**src/rtl/ack_done_sequencer.sv**
```systemverilog
// Job handshake generator: accepts a request, acks it, holds enable across the
// job window and reports completion (done) or a stall abort (done + err).
module ack_done_sequencer #(
    parameter int LEN_W   = 8,
    parameter int TIMEOUT = 16,
    parameter int TO_W    = 5
) (
    input  logic             clk,
    input  logic             rst_n,
    input  logic             req,
    input  logic [LEN_W-1:0] len,
    input  logic             beat,
    output logic             ack,
    output logic             enable,
    output logic             done,
    output logic             err,
    output logic             busy,
    output logic [LEN_W-1:0] beat_cnt
);

    typedef enum logic [2:0] {
        S_IDLE,
        S_ACK,
        S_RUN,
        S_DONE,
        S_ERR
    } state_t;

    localparam logic [TO_W-1:0]  STALL_LAST = TO_W'(TIMEOUT - 1);
    localparam logic [LEN_W-1:0] LEN_ONE    = LEN_W'(1);

    state_t             state_q, state_d;
    logic [LEN_W-1:0]   len_q, len_d;
    logic [LEN_W-1:0]   cnt_q, cnt_d;
    logic [TO_W-1:0]    stall_q, stall_d;

    always_ff @(posedge clk or negedge rst_n) begin
        if (!rst_n) begin
            state_q <= S_IDLE;
            len_q   <= '0;
            cnt_q   <= '0;
            stall_q <= '0;
        end else begin
            state_q <= state_d;
            len_q   <= len_d;
            cnt_q   <= cnt_d;
            stall_q <= stall_d;
        end
    end

    always_comb begin
        state_d = state_q;
        len_d   = len_q;
        cnt_d   = cnt_q;
        stall_d = stall_q;
        case (state_q)
            S_IDLE: begin
                if (req) begin
                    len_d   = (len == '0) ? LEN_ONE : len;
                    cnt_d   = '0;
                    stall_d = '0;
                    state_d = S_ACK;
                end
            end
            S_ACK: state_d = S_RUN;
            S_RUN: begin
                // A beat always wins over a simultaneous stall expiry.
                if (beat) begin
                    cnt_d   = cnt_q + LEN_ONE;
                    stall_d = '0;
                    if (cnt_q == len_q - LEN_ONE) begin
                        state_d = S_DONE;
                    end
                end else begin
                    stall_d = stall_q + TO_W'(1);
                    if (stall_q == STALL_LAST) begin
                        state_d = S_ERR;
                    end
                end
            end
            S_DONE:  state_d = S_IDLE;
            S_ERR:   state_d = S_IDLE;
            default: state_d = S_IDLE;
        endcase
    end

    always_comb begin
        ack      = (state_q == S_ACK);
        done     = (state_q == S_DONE) || (state_q == S_ERR);
        err      = (state_q == S_ERR);
        busy     = (state_q != S_IDLE);
        enable   = busy;
        beat_cnt = cnt_q;
    end

endmodule

```
**config.mk**
```make
export PLATFORM = sky130hd
export DESIGN_NAME = ack_done_sequencer
export DESIGN_NICKNAME = d
export VERILOG_FILES = /design/src/rtl/ack_done_sequencer.sv
export SDC_FILE = /design/constraint.sdc
export NUM_CORES = 1
export LEC_CHECK = 0
export ABC_CLOCK_PERIOD_IN_PS = 2000
export CAP_MARGIN = 40
export CORE_AREA = 3 3 55 57
export CTS_BUF_LIST = sky130_fd_sc_hd__clkbuf_8
export DETAILED_ROUTE_END_ITERATION = 12
export DIE_AREA = 0 0 58 60
export MAX_ROUTING_LAYER = met4
export PLACE_DENSITY = 0.79
export SETUP_SLACK_MARGIN = 0.4
export SLEW_MARGIN = 20
export SYNTH_ARGS = -nofsm -noshare
export SYNTH_HDL_FRONTEND = slang
export SYNTH_SLANG_ARGS = --single-unit
```
**constraint.sdc**
```tcl
create_clock -name clk -period 2 [get_ports clk]
set_input_delay 0.5 -clock clk [delete_from_list [all_inputs] [get_ports clk]]
set_output_delay 0.5 -clock clk [all_outputs]
set_load 0.02 [all_outputs]
```
==> summary.txt <==
Status
  • Outcome: finished clean

Logic synthesis
  • Netlist cell types: 42
  • Post-synth net total: 164
  • Yosys warning count: 0
  • Seq/Total Area, Yosys: 0.441
  • Post-Synthesis Mean Instance Area: 9.21 um2
  • Syn Inst Count: 148
  • Post-Syn Area: between 1000 and 1500 um2
  • FF+latch count, synth: 24
  • Area share of the largest cell type after synthesis: 0.441
  • Top cell type by total area after synthesis: dfrtp_1
  • Largest cells by area after synthesis: dfrtp_1 (44%), xor2_1 (8.4%), nand2_1 (7.7%)

GRT
  • First-pass GRT wire length: 5810 um
  • Largest net degree at the start of global routing: 25
  • Grt ovf: 0
  • Number of global-route vias before repair: 1239
  • Total GRT Usage: 0.228
  • Antenna violations before repair: 0

Floorplan
  • Core box area: 2520 um2
  • Die footprint: 3480 um2
  • Initial Utilization: 0.540
  • # IOs: 25
  • DIE HEIGHT: 60 um
  • Die Width: 58 um
  • Core Rows: 18

Final layout
  • Layout Cells excl Fill: 221
  • Nets: 208
  • Area occupied by multi-input gates: 842 um2
  • # diodes: 0
  • Area delta synth->final: 44.1%
  • Share of cells above drive strength 1: 0.361
  • Fillcell total: 162
  • Design area: 1960 um2
  • Register area: 612 um2
  • Commonest non-fill, non-tap cell in the layout: nand2_1
  • Most frequent cells in the layout: nand2_1 (27), buf_4 (17), dfrtp_1 (15)

Place
  • Routability Congestion: about 0.8
  • Placed insts: around 210
  • DP Wirelength: 2320 um
  • I/O Buffers: 24
  • Post-Place Worst Slack: -0.0593 ns
  • Post-DP Area: about 1700 um2

Min path
  • Hold crit path type: reg -> reg

Flow run
  • Max cap viols: 0

Clock tree
  • Clock buffer count from CTS: 3
  • CTS Sinks: 24
  • CTS Root Cell: clkbuf_8
  • # hold bufs at CTS: 0
  • Clock transition at path regs: 0.08 ns
  • Clk_lat worst skew: 0.27 ns
  • Htree depth: 1
  • Clock Tree Buf Depth: 2
  • CTS tree: yes

Route
  • DRC viols: 0
  • Detailed Routing Iterations Pass 1: 4
  • Final ANT Viol Nets: 0
  • Vias: between 1k and 1.5k
  • Drt total wl: 3480 um
  • DR vias/cell: 5.62
  • 1st-iter DRT viols: 37
  • Wire per inst: 15.7 um

Power and ir drop
  • Worst VDD drop: 0.890 mV
  • Leakage: 0.922 nW
  • Pwr per Cell Area: 1280 nW/um2

Timing
  • Hold Vio Cnt, Final: 0
  • Worst Max-Slew Pin Slew: 0.312 ns
  • Fin worst setup slack: 0.246 ns
  • Clock skew: 0.00990 ns
  • Final Setup Violations: 0
  • Min Tclk post-route: about 1.8 ns
  • Fin. max-slew vios: 0
  • FMAX: around 0.57 GHz
  • Worst rel slew slack: 0.792
  • RSZ-0062 raised after global routing: true
  • Fin crit share: 0.877

Worst setup path
  • Worst Setup End Kind: output port
  • Kind of critical path: reg -> out
  • WP data arrival: 1.25 ns
  • CP max FO: 3
  • CP startpoint kind: flip-flop
  • Worst Path Required: roughly 1.5 ns
-- through the flow --
stage,total power [mW],utilization,hold slack (ns),TNS [ns]
floorplan,1.51,-,0.204,0
global placement,1.75,0.673,0.485,-0.0390
detailed placement,1.80,0.673,0.494,-0.167
CTS,2.23,0.718,0.513,0
global route,2.68,0.778,0.564,0
finish,2.50,0.778,0.529,0
-- routing by layer --
metal | wire length (um) | vias up | global-route usage
met4 | 109 | 0 | 0.0728
met1 | 1510 | 596 | 0.289
met3 | 183 | 15 | 0.0389
met2 | 1680 | 44 | 0.373
li1 | - | 587 | -
met5 | 0 | - | -
-- power by group --
| group | internal, mW | switching [mW] | leakage, nW |
|---|---|---|---|
| Clock | 0.176 | 0.158 | 0.0288 |
| Sequential | 0.631 | 0.198 | 0.304 |
| Combinational | 0.679 | 0.662 | 0.589 |
| Total | 1.49 | 1.02 | 0.922 |
-- cell families (layout without fill, tap and decap cells) --
logic type,Yosys count,in the layout,synth area share
fa+ha+maj,4,4,0.0367
simple gates,74,74,0.280
xor+xnor,17,17,0.109
buf+inv,13,56,0.0468
flops,24,24,0.441
mux,2,2,0.0156
compound gates,14,14,0.0707
-- critical path, stage by stage (launching register included) --
cell,delay (ns)
dfrtp_2,0.45
or3_4,0.40
buf_6,0.14
-- sequential cells by signal, summed over array words and instances, names as in the netlist --
register / count
state_q: 3
beat_cnt: 8
stall_q: 5
len_q: 8
-- cell usage after synthesis, drive strengths merged --
cell type and count:
o31ai 1, a31o 1, o32ai 3, o211ai 1
or3 1, nor2 15, nor3b 1, mux2i 1
xnor2 4, nor3 4, dfrtp 24, o22ai 1
buf 4, nand3b 2, a21o 1, or3b 1
and2 1, o21ai 3, nand4 3, inv 7
nand4b 1, o21bai 1, xor2 13, nor4 2
a21oi 2, and3 2, mux2 1, nand3 6
clkbuf 2, ha 4, or4 1, or4b 2
nand2 29, nand2b 2, or4bb 1
-- worst paths after layout --
kind | slack, ns | endpoint | cells after the start | from
worst max-delay path | 0.25 | busy | 2 | state_q[0]
worst min-delay path | 0.53 | stall_q[0] | 1 | stall_q[0]
worst max register to register | 0.26 | stall_q[3] | 7 | state_q[1]
worst min register to register | 0.53 | stall_q[0] | 1 | stall_q[0]
max in group asynchronous | 1.15 | beat_cnt[2] | 2 | rst_n
min in group asynchronous | 0.59 | len_q[3] | 2 | rst_n
-- layout make-up --
class	count	share of cell area
clock buffer	4	0.0280
tap	30	0.0191
timing repair buffer	45	0.199
sequential	24	0.312
inverter	7	0.0134
multi-input combinational	111	0.429
-- what timing repair did --
item / in CTS / in global routing
setup endpoints to repair: 29 / 30
pin swaps: 8 / 15
resized for setup: 56 / 34
buffers inserted: 3 / 9
Note: power is estimated with default switching activity, not from simulation.
==> patch, RTL diff (config.mk and constraints unchanged) <==
The 5 states of `state_t` get a Gray code encoding in 3 bits.
--- a/src/rtl/ack_done_sequencer.sv
+++ b/src/rtl/ack_done_sequencer.sv
@@ -19,11 +19,11 @@
 );
 
     typedef enum logic [2:0] {
-        S_IDLE,
-        S_ACK,
-        S_RUN,
-        S_DONE,
-        S_ERR
+        S_IDLE = 3'b000,
+        S_ACK  = 3'b001,
+        S_RUN  = 3'b011,
+        S_DONE = 3'b010,
+        S_ERR  = 3'b110
     } state_t;
 
     localparam logic [TO_W-1:0]  STALL_LAST = TO_W'(TIMEOUT - 1);
Formal check against the unedited RTL: same outputs for any inputs over 10 cycles, from zero or initial values and one cycle with rst_n low; not proved beyond that.
==> patch against the unedited design <==
Cell area shrank 3.4%; critical path depth stayed put; clock skew shrank 3.5 ps; total power rose by 2.9%; sequential cell count stayed put; area after synthesis grew 1.7%; worst setup slack better by 11 ps; wire length decreased by 1.6%.
==> patch: results (changes against the unedited design) <==
Cells and area
  – Non-clk buf share: 18.9% (-1.0 points)
  – Fin nets: 197 (-5.3%)
  – ClkCell Share: 2.90% (+0.098 points)
  – Multi-In Gates: 106 (-4.5%)
  – Sequential standard cell area: 608 um^2 (-0.61%)
  – Non-CTS buffers: 42 (-6.7%)
  – Layout cell share with drive strength beyond 1: 32.8% (-3.3 points)
  – Filler cells: 187 (+15%)

Hold path
  – Endpoint, Worst Hold: stall_q[4]
  – Min-Delay Path Depth: 2 (+1)
  – Min-delay src: stall_q[4]

Place
  – Place WS: -85.9 ps (-26.6 ps)
  – DP Wirelength: 2260 um (-2.7%)
  – Routability cong.: 0.757 (-6.8%)
  – Placement-stage cell area: 0.00167 mm^2 (-1.5%)

Timing
  – Worst clock skew: 6.44 ps (-3.46 ps)
  – Min Hold Slack: 496 ps (-32.5 ps)
  – Slew at the pin with the worst max-slew slack: 387 ps (+75.4 ps)

Global route
  – Grt met1 use: 24.0% (-4.8 points)
  – First-pass GRT wire length: 5510 um (-5.1%)

Logic synthesis
  – Mean post-synth cell area: 9.76 um^2 (+6.0%)
  – Distinct cells, synth: 40 (-4.8%)
  – Synth top area cells: dfrtp_1 43%, xor2_1 8.2%, mux2_2 4.9%
  – Sequential share of the synthesized area: 43.3% (-0.76 points)
  – Area fraction in compound gates after synthesis: 10.7% (+3.7 points)
  – Commonest cells in the netlist: 24 x dfrtp_1, 16 x nor2_1, 13 x xor2_1, 11 x nand2_1, 8 x o21ai_0
  – Multiplexer share of the synthesized area: 4.87% (+3.3 points)

Critical path
  – Critical-path maximum fanout: 4 (+1)
  – R2r setup slk: 360 ps (+100 ps)
  – Worst setup startpoint: state_q[2]
  – Slowest-stage cell, CP: dfrtp_1
  – CP peak stage delay: 420 ps (-30 ps)

Route
  – Drt wl/cell: 16.3 um (+3.5%)
  – 1st-iter DRT viols: 35 (-5.4%)

Power and ir drop
  – Lkg Pwr: 0.000851 uW (-7.7%)
  – Max VDD drop: 0.000962 V (+8.1%)
  – Psw: 1110 uW (+8.9%)
  – Register share of total power: 35.6% (+2.5 points)

Outcome
  – Status: completed
==> patch: cell types whose count changed in the layout (fill, tap and decap cells not counted), moves of 4 or more <==
cell,before,now
inv_1,7,3
o21ai_0,1,6
buf_6,9,4
mux2_2,0,6
nand2_1,27,11
o21ai_1,2,7
==> patch: what timing repair did <==
action                     CTS  global route
gates cloned                 1             0
setup endpoints to repair   30            30
setup buffers                9             1
resized for setup           50            21
pin swaps                    8             4
==> patch: cells by family (layout without fill, tap and decap cells) <==
kind of cell,count (synthesis),after routing
simple gates,56,56
flops,24,24
compound gates,23,23
xor+xnor,17,17
buf+inv,12,50
mux,6,6
fa+ha+maj,4,4
==> patch: metrics by stage <==
step	power, uW	instances
4_1_cts	2380	209
6_report	2580	210
3_5_place_dp	1930	195
3_3_place_gp	1850	195
5_1_grt	2730	210
2_1_floorplan	1580	142
==> patch: per-layer routing <==
layer	vias to the layer above	part of all wire, %
li1	569	-
met1	607	41
met2	50	50
met3	9	6.6
met4	0	1.8
met5	-	0
